`src/rtl/alu_mc_if.sv`:
```
// Request/response bundle for alu_mc: operand request channel plus result/flags channel.
interface alu_mc_if #(
  parameter int WIDTH = 16
);
  logic             in_valid;
  logic             in_ready;
  logic [WIDTH-1:0] x;
  logic [WIDTH-1:0] y;
  logic [5:0]       ctrl;
  logic             op_mul;
  logic             out_valid;
  logic             out_ready;
  logic [WIDTH-1:0] out;
  logic             zr;
  logic             ng;
  logic             cy;
  logic             ov;

  modport master (
    output in_valid, x, y, ctrl, op_mul, out_ready,
    input  in_ready, out_valid, out, zr, ng, cy, ov
  );

  modport slave (
    input  in_valid, x, y, ctrl, op_mul, out_ready,
    output in_ready, out_valid, out, zr, ng, cy, ov
  );
endinterface

```
`src/rtl/alu_mc.sv`:
```
// Multi-cycle handshaked Hack ALU with registered result and carry/overflow flags.
// Define ALU_MUL_EN to add the iterative shift-add multiplier (op_mul).
module alu_mc #(
  parameter int WIDTH = 16
) (
  input  logic     clock,
  input  logic     reset,
  alu_mc_if.slave  bus
);
  localparam logic [1:0] S_IDLE = 2'd0;
  localparam logic [1:0] S_DONE = 2'd1;
`ifdef ALU_MUL_EN
  localparam logic [1:0] S_MUL  = 2'd2;
  localparam int         CNT_W  = $clog2(WIDTH);
`endif

  logic [1:0]       state_q, state_d;
  logic [WIDTH-1:0] out_q, out_d;
  logic             zr_q, zr_d, ng_q, ng_d, cy_q, cy_d, ov_q, ov_d;

  logic [WIDTH-1:0] x0, y0, x2, y2, r_alu, o_alu;
  logic [WIDTH:0]   sum;
  logic             is_mul, accept;

  // Hack pre-processing: zero then optionally invert each operand.
  assign x0    = bus.ctrl[5] ? '0 : bus.x;
  assign x2    = bus.ctrl[4] ? ~x0 : x0;
  assign y0    = bus.ctrl[3] ? '0 : bus.y;
  assign y2    = bus.ctrl[2] ? ~y0 : y0;
  assign sum   = {1'b0, x2} + {1'b0, y2};
  assign r_alu = bus.ctrl[1] ? sum[WIDTH-1:0] : (x2 & y2);
  assign o_alu = bus.ctrl[0] ? ~r_alu : r_alu;

`ifdef ALU_MUL_EN
  assign is_mul = bus.op_mul;
`else
  assign is_mul = 1'b0;
`endif

  assign bus.in_ready  = (state_q == S_IDLE) || ((state_q == S_DONE) && bus.out_ready);
  assign accept        = bus.in_valid && bus.in_ready;
  assign bus.out_valid = (state_q == S_DONE);
  assign bus.out       = out_q;
  assign bus.zr        = zr_q;
  assign bus.ng        = ng_q;
  assign bus.cy        = cy_q;
  assign bus.ov        = ov_q;

`ifdef ALU_MUL_EN
  logic [2*WIDTH-1:0] mcand_q, mcand_d, acc_q, acc_d, acc_nxt;
  logic [WIDTH-1:0]   mplier_q, mplier_d, r_mul, o_mul;
  logic [CNT_W-1:0]   cnt_q, cnt_d;
  logic               no_q, no_d;

  assign acc_nxt = acc_q + (mplier_q[0] ? mcand_q : '0);
  assign r_mul   = acc_nxt[WIDTH-1:0];
  assign o_mul   = no_q ? ~r_mul : r_mul;
`endif

  always_comb begin
    state_d = state_q;
    out_d   = out_q;
    zr_d    = zr_q;
    ng_d    = ng_q;
    cy_d    = cy_q;
    ov_d    = ov_q;
`ifdef ALU_MUL_EN
    mcand_d  = mcand_q;
    mplier_d = mplier_q;
    acc_d    = acc_q;
    cnt_d    = cnt_q;
    no_d     = no_q;
`endif
    case (state_q)
      S_IDLE, S_DONE: begin
        if (accept && is_mul) begin
`ifdef ALU_MUL_EN
          state_d  = S_MUL;
          mcand_d  = {{WIDTH{1'b0}}, x2};
          mplier_d = y2;
          acc_d    = '0;
          cnt_d    = '0;
          no_d     = bus.ctrl[0];
`endif
        end else if (accept) begin
          state_d = S_DONE;
          out_d   = o_alu;
          zr_d    = (o_alu == '0);
          ng_d    = o_alu[WIDTH-1];
          cy_d    = bus.ctrl[1] && sum[WIDTH];
          ov_d    = bus.ctrl[1] && (x2[WIDTH-1] == y2[WIDTH-1]) && (r_alu[WIDTH-1] != x2[WIDTH-1]);
        end else if ((state_q == S_DONE) && bus.out_ready) begin
          state_d = S_IDLE;
        end
      end
`ifdef ALU_MUL_EN
      S_MUL: begin
        // One partial product per cycle; the final add is folded into the DONE transition.
        acc_d    = acc_nxt;
        mcand_d  = mcand_q << 1;
        mplier_d = mplier_q >> 1;
        cnt_d    = cnt_q + CNT_W'(1);
        if (cnt_q == CNT_W'(WIDTH - 1)) begin
          state_d = S_DONE;
          out_d   = o_mul;
          zr_d    = (o_mul == '0);
          ng_d    = o_mul[WIDTH-1];
          cy_d    = |acc_nxt[2*WIDTH-1:WIDTH];
          ov_d    = 1'b0;
        end
      end
`endif
      default: state_d = S_IDLE;
    endcase
  end

  always_ff @(posedge clock) begin
    if (reset) begin
      state_q <= S_IDLE;
      out_q   <= '0;
      zr_q    <= 1'b0;
      ng_q    <= 1'b0;
      cy_q    <= 1'b0;
      ov_q    <= 1'b0;
    end else begin
      state_q <= state_d;
      out_q   <= out_d;
      zr_q    <= zr_d;
      ng_q    <= ng_d;
      cy_q    <= cy_d;
      ov_q    <= ov_d;
    end
  end

`ifdef ALU_MUL_EN
  always_ff @(posedge clock) begin
    if (reset) begin
      mcand_q  <= '0;
      mplier_q <= '0;
      acc_q    <= '0;
      cnt_q    <= '0;
      no_q     <= 1'b0;
    end else begin
      mcand_q  <= mcand_d;
      mplier_q <= mplier_d;
      acc_q    <= acc_d;
      cnt_q    <= cnt_d;
      no_q     <= no_d;
    end
  end
`endif
endmodule
```
`src/flat_wrapper.sv`:
```
// flat-port wrapper written by rule: the top's interface ports become plain ports
module alu_mc_flat 
#(
  parameter int WIDTH = 16
)
  (clock, reset, bus_in_valid, bus_x, bus_y, bus_ctrl, bus_op_mul, bus_out_ready, bus_in_ready, bus_out_valid, bus_out, bus_zr, bus_ng, bus_cy, bus_ov);
  alu_mc_if #(.WIDTH(WIDTH)) bus_i ();
  input  logic clock;
  input  logic reset;
  input wire logic [$bits(bus_i.in_valid)-1:0] bus_in_valid;
  input wire logic [$bits(bus_i.x)-1:0] bus_x;
  input wire logic [$bits(bus_i.y)-1:0] bus_y;
  input wire logic [$bits(bus_i.ctrl)-1:0] bus_ctrl;
  input wire logic [$bits(bus_i.op_mul)-1:0] bus_op_mul;
  input wire logic [$bits(bus_i.out_ready)-1:0] bus_out_ready;
  output wire logic [$bits(bus_i.in_ready)-1:0] bus_in_ready;
  output wire logic [$bits(bus_i.out_valid)-1:0] bus_out_valid;
  output wire logic [$bits(bus_i.out)-1:0] bus_out;
  output wire logic [$bits(bus_i.zr)-1:0] bus_zr;
  output wire logic [$bits(bus_i.ng)-1:0] bus_ng;
  output wire logic [$bits(bus_i.cy)-1:0] bus_cy;
  output wire logic [$bits(bus_i.ov)-1:0] bus_ov;
  assign bus_i.in_valid = bus_in_valid;
  assign bus_i.x = bus_x;
  assign bus_i.y = bus_y;
  assign bus_i.ctrl = bus_ctrl;
  assign bus_i.op_mul = bus_op_mul;
  assign bus_i.out_ready = bus_out_ready;
  assign bus_in_ready = bus_i.in_ready;
  assign bus_out_valid = bus_i.out_valid;
  assign bus_out = bus_i.out;
  assign bus_zr = bus_i.zr;
  assign bus_ng = bus_i.ng;
  assign bus_cy = bus_i.cy;
  assign bus_ov = bus_i.ov;
  alu_mc #(.WIDTH(WIDTH)) u_core (.clock(clock), .reset(reset), .bus(bus_i));
endmodule
```
`config.mk`:
```
export PLATFORM = sky130hd
export DESIGN_NAME = alu_mc_flat
export DESIGN_NICKNAME = d
export VERILOG_FILES = /design/src/rtl/alu_mc_if.sv /design/src/rtl/alu_mc.sv /design/src/flat_wrapper.sv
export SDC_FILE = /design/constraint.sdc
export NUM_CORES = 1
export LEC_CHECK = 0
export BUFFER_PORTS_ARGS = -buffer_cell sky130_fd_sc_hd__buf_2
export CAP_MARGIN = 5
export CORE_UTILIZATION = 40
export DETAILED_ROUTE_END_ITERATION = 6
export GPL_TIMING_DRIVEN = 0
export PLACE_DENSITY_LB_ADDON = 0.05
export SYNTH_ARGS = -nofsm -noshare
export SYNTH_HDL_FRONTEND = slang
export SYNTH_SLANG_ARGS = --single-unit
```
`constraint.sdc`:
```
create_clock -name clock -period 5.3 [get_ports clock]
set_input_delay 0.53 -clock clock [delete_from_list [all_inputs] [get_ports clock]]
set_output_delay 0.53 -clock clock [all_outputs]
set_load 0.01 [all_outputs]
```
==> results of run 1 <==
==> layer usage <==
| metal | vias to the layer above | GRT usage |
|---|---|---|
| li1 | 1315 | - |
| met1 | 1130 | 0.2474 |
| met2 | 53 | 0.3361 |
| met3 | 6 | 0.009890 |
| met4 | 0 | 0.04655 |
| met5 | - | 0 |
==> through the flow <==
step	instances	hold WS, ns	cell area [um^2]	util
3_3_place_gp	474	0.4376	2994	0.4742
4_1_cts	477	0.4521	3035	0.4808
5_1_grt	477	0.4703	3035	0.4808
6_report	477	0.4473	3035	0.4808
2_1_floorplan	338	0.4761	2603	-
3_5_place_dp	474	0.4422	2994	0.4742
==> worst max path at each step <==
stage	startpoint	to	depth (start not counted)
final	bus_ctrl[2]	u_core.bus.zr	12
after global routing	bus_ctrl[2]	u_core.bus.zr	12
after CTS	bus_ctrl[4]	u_core.bus.zr	12
after detailed placement	bus_ctrl[4]	u_core.bus.zr	12
after global placement	bus_ctrl[4]	u_core.bus.zr	12
after floorplan	bus_ctrl[4]	u_core.bus.zr	12
==> registers in the layout (all words and copies together), names as in the netlist <==
name / cells
u_core.bus.cy: 1
u_core.bus.ng: 1
u_core.bus.out: 15
u_core.bus.ov: 1
u_core.bus.zr: 1
u_core.state_q: 1
==> kinds of logic (layout without fill, tap and decap cells) <==
| family | count (synthesis) | in the layout | synth area share |
|---|---|---|---|
| simple gates | 132 | 132 | 0.2740 |
| compound gates | 76 | 76 | 0.2212 |
| xor+xnor | 53 | 53 | 0.1784 |
| buf+inv | 32 | 94 | 0.05432 |
| flops | 20 | 20 | 0.1538 |
| fa+ha+maj | 17 | 17 | 0.08461 |
| mux | 8 | 8 | 0.03365 |
==> cells in the final DEF, fill, tap and decap left out, drive strengths merged, types with 3 or more instances in the layout <==
master,n
clkbuf,15
a21oi,29
mux2,3
and3,5
a31oi,5
o211ai,4
nor3b,6
a211oi,4
mux2i,5
nand2,38
nand2b,33
a21o,5
buf,67
o2111ai,3
nand3,8
inv,11
nor4,6
and2,3
o21ai,8
ha,16
nor2,13
xnor2,51
nor3,7
dfxtp,20
==> layout make-up <==
cell class                 instances  area, um^2
buffer                            20       96.34
inverter                          12       45.04
multi-input combinational        286        2061
fill                             674        3278
timing repair buffer              59       295.3
tap                               77       96.34
sequential                        20       400.4
clock buffer                       3       41.29
==> power by group through the flow <==
stage          Sequential, mW  Combinational [mW]  Clock [mW]
4_1_cts                 0.175               0.456      0.0978
5_1_grt                 0.178               0.508       0.105
3_3_place_gp            0.178               0.450           0
2_1_floorplan           0.187               0.341           0
6_report                0.175               0.454      0.0952
3_5_place_dp            0.179               0.454           0
==> worst max-delay path: cells and delay by family <==
| family | cells | cell delay, ns |
|---|---|---|
| multiplexers | 1 | 0.16 |
| buffers and inverters | 2 | 0.95 |
| AO/OA/AOI/OAI | 5 | 1.05 |
| adder cells (fa/ha/maj) | 1 | 0.47 |
| XOR/XNOR | 2 | 0.36 |
| AND/OR/NAND/NOR | 1 | 0.61 |
==> results.json, run 1 <==
{
  "status": "finished clean",
  "critical_path_class": "in -> reg",
  "power_frac_comb": 0.627,
  "ys_seq_elements": 20,
  "worstPathMaxFanout": 10,
  "clk_pin_slew_ns": 0.07,
  "grt_pass1_wl_mm": 9.984,
  "rsz0062_at_grt": "false",
  "avgSynthCellArea_um2": 7.700,
  "seq_area_frac_synth": 0.1538,
  "reg2regPathDepth": 6,
  "timing.reg2reg.setup_slack_ns": 3.60,
  "num_io_pins": 65,
  "insertion_delay_ns": 0.25,
  "cap_violations": 0,
  "p_clk_frac": 0.131,
  "vias": 2504,
  "avgRoutedWirePerCell_um": 13.20,
  "viasPerCell": 5.249,
  "leakagePower_nw": 1.261,
  "gp_congestion": 0.8956,
  "cts.sinks": 20,
  "yosys.cell_count.top_type": "xnor2_1",
  "pre_cts_slack_ns": 1.036,
  "grt_max_degree": 11,
  "r2r_end": "u_core.bus.out[12]",
  "wl_met1_mm": 3.018,
  "hold_class": "reg -> reg",
  "maxSlewHeadroom": 0.5019,
  "cp.arrival_ns": 4.14,
  "wl_met3_um": 170,
  "period_share": 0.7486,
  "final_nets": 462,
  "area_growth_pct": 16.63,
  "fmax_mhz": 252.0,
  "drive_gt1_frac": 0.2150,
  "slowest_delay_ns": 0.62,
  "first_pass_iters": 4,
  "peakVddDrop_mv": 0.1493,
  "yosysTopAreaCellShare": 0.1716,
  "hold_end": "u_core.bus.out[8]",
  "row_count": 29,
  "setup_ws_ns": 1.332,
  "hp-start": "u_core.bus.out[8]",
  "final.setup.tns_ns": 0,
  "cts_tree": "yes",
  "htree_levels": 1,
  "p_int_uw": 416.1,
  "worst_slew_pin_slew_ns": 0.7472,
  "holdBufCountCts": 0,
  "cts_resized": 0,
  "slew_viol_final": 0,
  "antenna_found_initial": 0,
  "antenna_cells": 0,
  "clk_path_buf_depth": 2,
  "die_w_um": 82.66,
  "syn_inst": 338,
  "p_sw_uw": 308.0,
  "path_cells": "clkbuf_1 > clkbuf_1 > xnor2_1 > fa_1 > a21o_2 > a21oi_2 > xnor2_1 > mux2i_1 > or4_1 > a2111oi_4 > o221ai_2 > o31ai_2",
  "critPathCaptureType": "flip-flop",
  "slowest_stage": "clkbuf_1",
  "crit_required_ns": 5.47,
  "grt_pass1_vias": 2143,
  "finalHoldViolCount": 0,
  "sw_frac_of_total": 0.4254,
  "synth.distinct_cells": 66,
  "coreArea_um2": 6314,
  "clockRootBuffer": "clkbuf_8",
  "synth_fp_nets": 398,
  "skew_ns": 0.005511,
  "cts_inserted_buffers": 3,
  "synth-edff-count": 0,
  "wl_mm": 6.296,
  "drtIter0Drc": 69,
  "ant_nets": 0,
  "ys_top_cells_by_count": "51 x xnor2_1, 38 x nand2_1, 33 x nand2b_1",
  "cp-start-kind": "input pin",
  "pwr-share-seq": 0.241,
  "powerDensity_nw_per_um2": 238.6,
  "reg2reg_from": "u_core.state_q[0]",
  "track_usage": 0.1892,
  "grt.overflow.total": 0,
  "power.total_uw": 724.1,
  "async_reset_ff_frac": 0,
  "post-cts-setup-buffers": 0,
  "drcViolationCount": 0,
  "fp.dieH_um": 82.66,
  "syn_area_um2": 2602,
  "finalSetupViolations": 0,
  "ys.flop_type": "dfxtp_1",
  "routed-wl-met2_mm": 3.023,
  "yosysTopAreaCell": "xnor2_1",
  "period_minus_slack_ns": 3.968,
  "synthTopCellsByArea": "xnor2_1 17%, dfxtp_1 15%, nand2b_1 7.9%",
  "routed.top_layer": "met4",
  "design.die.area_um2": 6833,
  "initial_utilization": 0.4122,
  "hold_depth": 2,
  "ys_warn_count": 0,
  "dp_hpwl_mm": 5.372,
  "portBuffers": 59
}
Note: power is estimated with default switching activity, not from simulation.
==> run 2, diff against run 1 <==
Settings changed: ABC_AREA from default to 1.
Clock period 5.3 ns to 3.3 ns, I/O delays scaled along.
==> run 2 against run 1 <==
  * Worst hold slack got worse by 0.12 ns
  * Combinational power rose by 58%
  * Die area rose by 9.8%
  * Clock-buffer cell count rose by 1
  * Final cell count rose by 40%
  * Critical path depth rose by 5
  * Sequential power rose by 57%
  * Global-route usage rose by 2.3 points
  * Sequential share of layout area fell by 1.2 points
  * Critical path type unchanged
  * Clock power rose by 94%
  * Utilization rose by 0.45 points
  * Largest power group unchanged
==> results.json, run 2 <==
{
  "status": "finished clean",
  "powerDensity_nw_per_um2": 352.4,
  "cap_violations": 0,
  "mostFrequentLayoutCells": "160 x nand2_1, 87 x inv_1, 65 x buf_2, 65 x nand3_1, 33 x nor2_1",
  "drcViolationCount": 0,
  "fp.dieH_um": 86.64,
  "seq_area_frac_synth": 0.1397,
  "clockRootBuffer": "clkbuf_8",
  "grt.overflow.total": 0,
  "skew_ns": 0.004005,
  "critPathCaptureType": "flip-flop",
  "clk_path_buf_depth": 2,
  "ant_nets": 0,
  "synth-edff-count": 0,
  "ys.flop_type": "dfxtp_1",
  "htree_levels": 1,
  "gp_congestion": 0.9206,
  "ys_seq_elements": 20,
  "synth.distinct_cells": 31,
  "finalSetupViolations": 0,
  "period_share": 0.8937,
  "dp_hpwl_mm": 6.151,
  "clk_pin_slew_ns": 0.07,
  "slowest_stage": "fa_1",
  "cpLargestDelayFamily": "simple AND/OR/NAND/NOR gates",
  "final_nets": 634,
  "largest_register_ffs": 15,
  "synthTopCellsByArea": "nand2_1 21%, dfxtp_1 14%, inv_1 11%",
  "yosys.cell_count.top_type": "nand2_1",
  "critPathBufInv": 2,
  "finalInstanceArea_um2": 3333,
  "maxSlewHeadroom": 0.6249,
  "worstPathMaxFanout": 10,
  "row_count": 30,
  "die_w_um": 86.64,
  "fmax_mhz": 339.1,
  "final_common_cell": "nand2_1",
  "cts.sinks": 20,
  "path_cells": "clkbuf_1 > buf_2 > xnor2_1 > ha_1 > fa_1 > or2_2 > nand3_1 > o21ai_0 > nand2_1 > nand2_1 > nor2_1 > nand3_1 > nor2_1 > nand3_1 > nor2_1 > nand3_1 > a21oi_1",
  "insertion_delay_ns": 0.26,
  "critical_path_class": "in -> reg",
  "cts_inserted_buffers": 3,
  "drtIter0Drc": 153,
  "portBuffers": 59,
  "leakagePower_nw": 1.970,
  "critPathMostFrequentCell": "nand3_1",
  "antenna_cells": 0,
  "finalHoldViolCount": 0,
  "ys_top_cells_by_count": "160 x nand2_1, 87 x inv_1, 65 x nand3_1",
  "grt_max_degree": 12,
  "final.setup.tns_ns": 0,
  "avgRoutedWirePerCell_um": 10.92,
  "wl_mm": 7.306,
  "vias": 3078,
  "avgSynthCellArea_um2": 5.607,
  "ys_warn_count": 0,
  "first_pass_iters": 5,
  "period_minus_slack_ns": 2.949,
  "place_area_um2": 3281,
  "cp-start-kind": "input pin",
  "holdBufCountCts": 0,
  "coreArea_um2": 6869,
  "synth_fp_nets": 571,
  "cp.arrival_ns": 3.14,
  "worst_slew_pin_slew_ns": 0.5626,
  "initial_utilization": 0.4171,
  "grt_pass1_vias": 2858,
  "yosysTopAreaCellShare": 0.2096,
  "area_growth_pct": 16.33,
  "yosysTopAreaCell": "nand2_1",
  "peakVddDrop_mv": 0.1239,
  "antenna_found_initial": 0,
  "syn_area_um2": 2865,
  "rsz0062_at_grt": "false",
  "cts_tree": "yes",
  "crit_required_ns": 3.49,
  "drive_gt1_frac": 0.1745,
  "hold_class": "in -> reg",
  "slew_viol_final": 0,
  "design.die.area_um2": 7506,
  "syn_inst": 511,
  "viasPerCell": 4.601,
  "grt_pass1_wl_mm": 12.94,
  "slowest_delay_ns": 0.42,
  "track_usage": 0.2126,
  "num_io_pins": 65,
  "async_reset_ff_frac": 0
}
run 2: cell count changes after synthesis, sizes merged, moves of 7 or more:
cell,before,now
a21oi,29,18
nand2,38,167
o21ai,8,15
nor3,7,0
nand3,8,71
xor2,2,32
nand2b,33,0
xnor2,51,1
inv,11,89
nor2,13,36
run 2: cell families after synthesis:
group,count (synthesis),share of synthesized area
xor gates and xnor gates,33,0.1009
and+or+nand+nor,287,0.4389
buffers and inverters,109,0.1515
AOI/OAI and AO/OA,45,0.09214
adders and majority gates,17,0.07686
DFF,20,0.1397
run 2: cell type report:
type                       count  area (um^2)
inverter                      90        340.3
clock buffer                   4        55.05
fill                         786         3536
multi-input combinational    382         2031
buffer                        18        91.34
tap                           96        120.1
timing repair buffer          59        295.3
sequential                    20        400.4
run 2: through the flow:
stage	setup slack, ns	instances	hold slack, ns	power, mW	util
global route	0.03464	669	0.3399	1.305	0.4852
global placement	0.02881	666	0.4594	0.9808	0.4776
floorplan	0.4750	511	0.4848	0.8222	-
CTS	0.2244	670	0.3248	1.178	0.4856
detailed placement	-0.04057	666	0.4572	0.9920	0.4776
finish	0.3509	669	0.3224	1.175	0.4852
run 2: repair_timing:
item,CTS,global route
resized for setup,0,2
buffers inserted,0,0
setup endpoints to repair,0,1
endpoints found under the hold margin,0,0
run 2: routing by layer:
metal,share of wire,vias to the layer above,GRT usage
li1,-,1714,-
met1,0.51,1284,0.2819
met2,0.45,73,0.3781
met3,0.032,7,0.007619
met4,0.011,0,0.05455
met5,0,-,0
run 2: where the power goes:
group	internal, mW	total, mW	switching, mW	leakage, nW
sequential	0.264	0.274	0.0103	0.166
clock	0.106	0.185	0.0786	0.0288
combinational	0.263	0.716	0.452	1.78
run 2: path summary, 6_finish.rpt:
kind / depth (start not counted) / end / startpoint / slack, ns
hold / removal: 3 / u_core.state_q[0] / bus_in_valid / 0.32
hold reg to reg: 2 / u_core.bus.cy / u_core.bus.cy / 0.47
setup / recovery: 17 / u_core.bus.zr / bus_ctrl[2] / 0.35
setup reg to reg: 5 / u_core.bus.cy / u_core.state_q[0] / 1.63
run 2: worst min-delay path, cell delays in order:
cell and delay [ns]:
buf_2 0.09, inv_1 0.06, a21oi_1 0.06
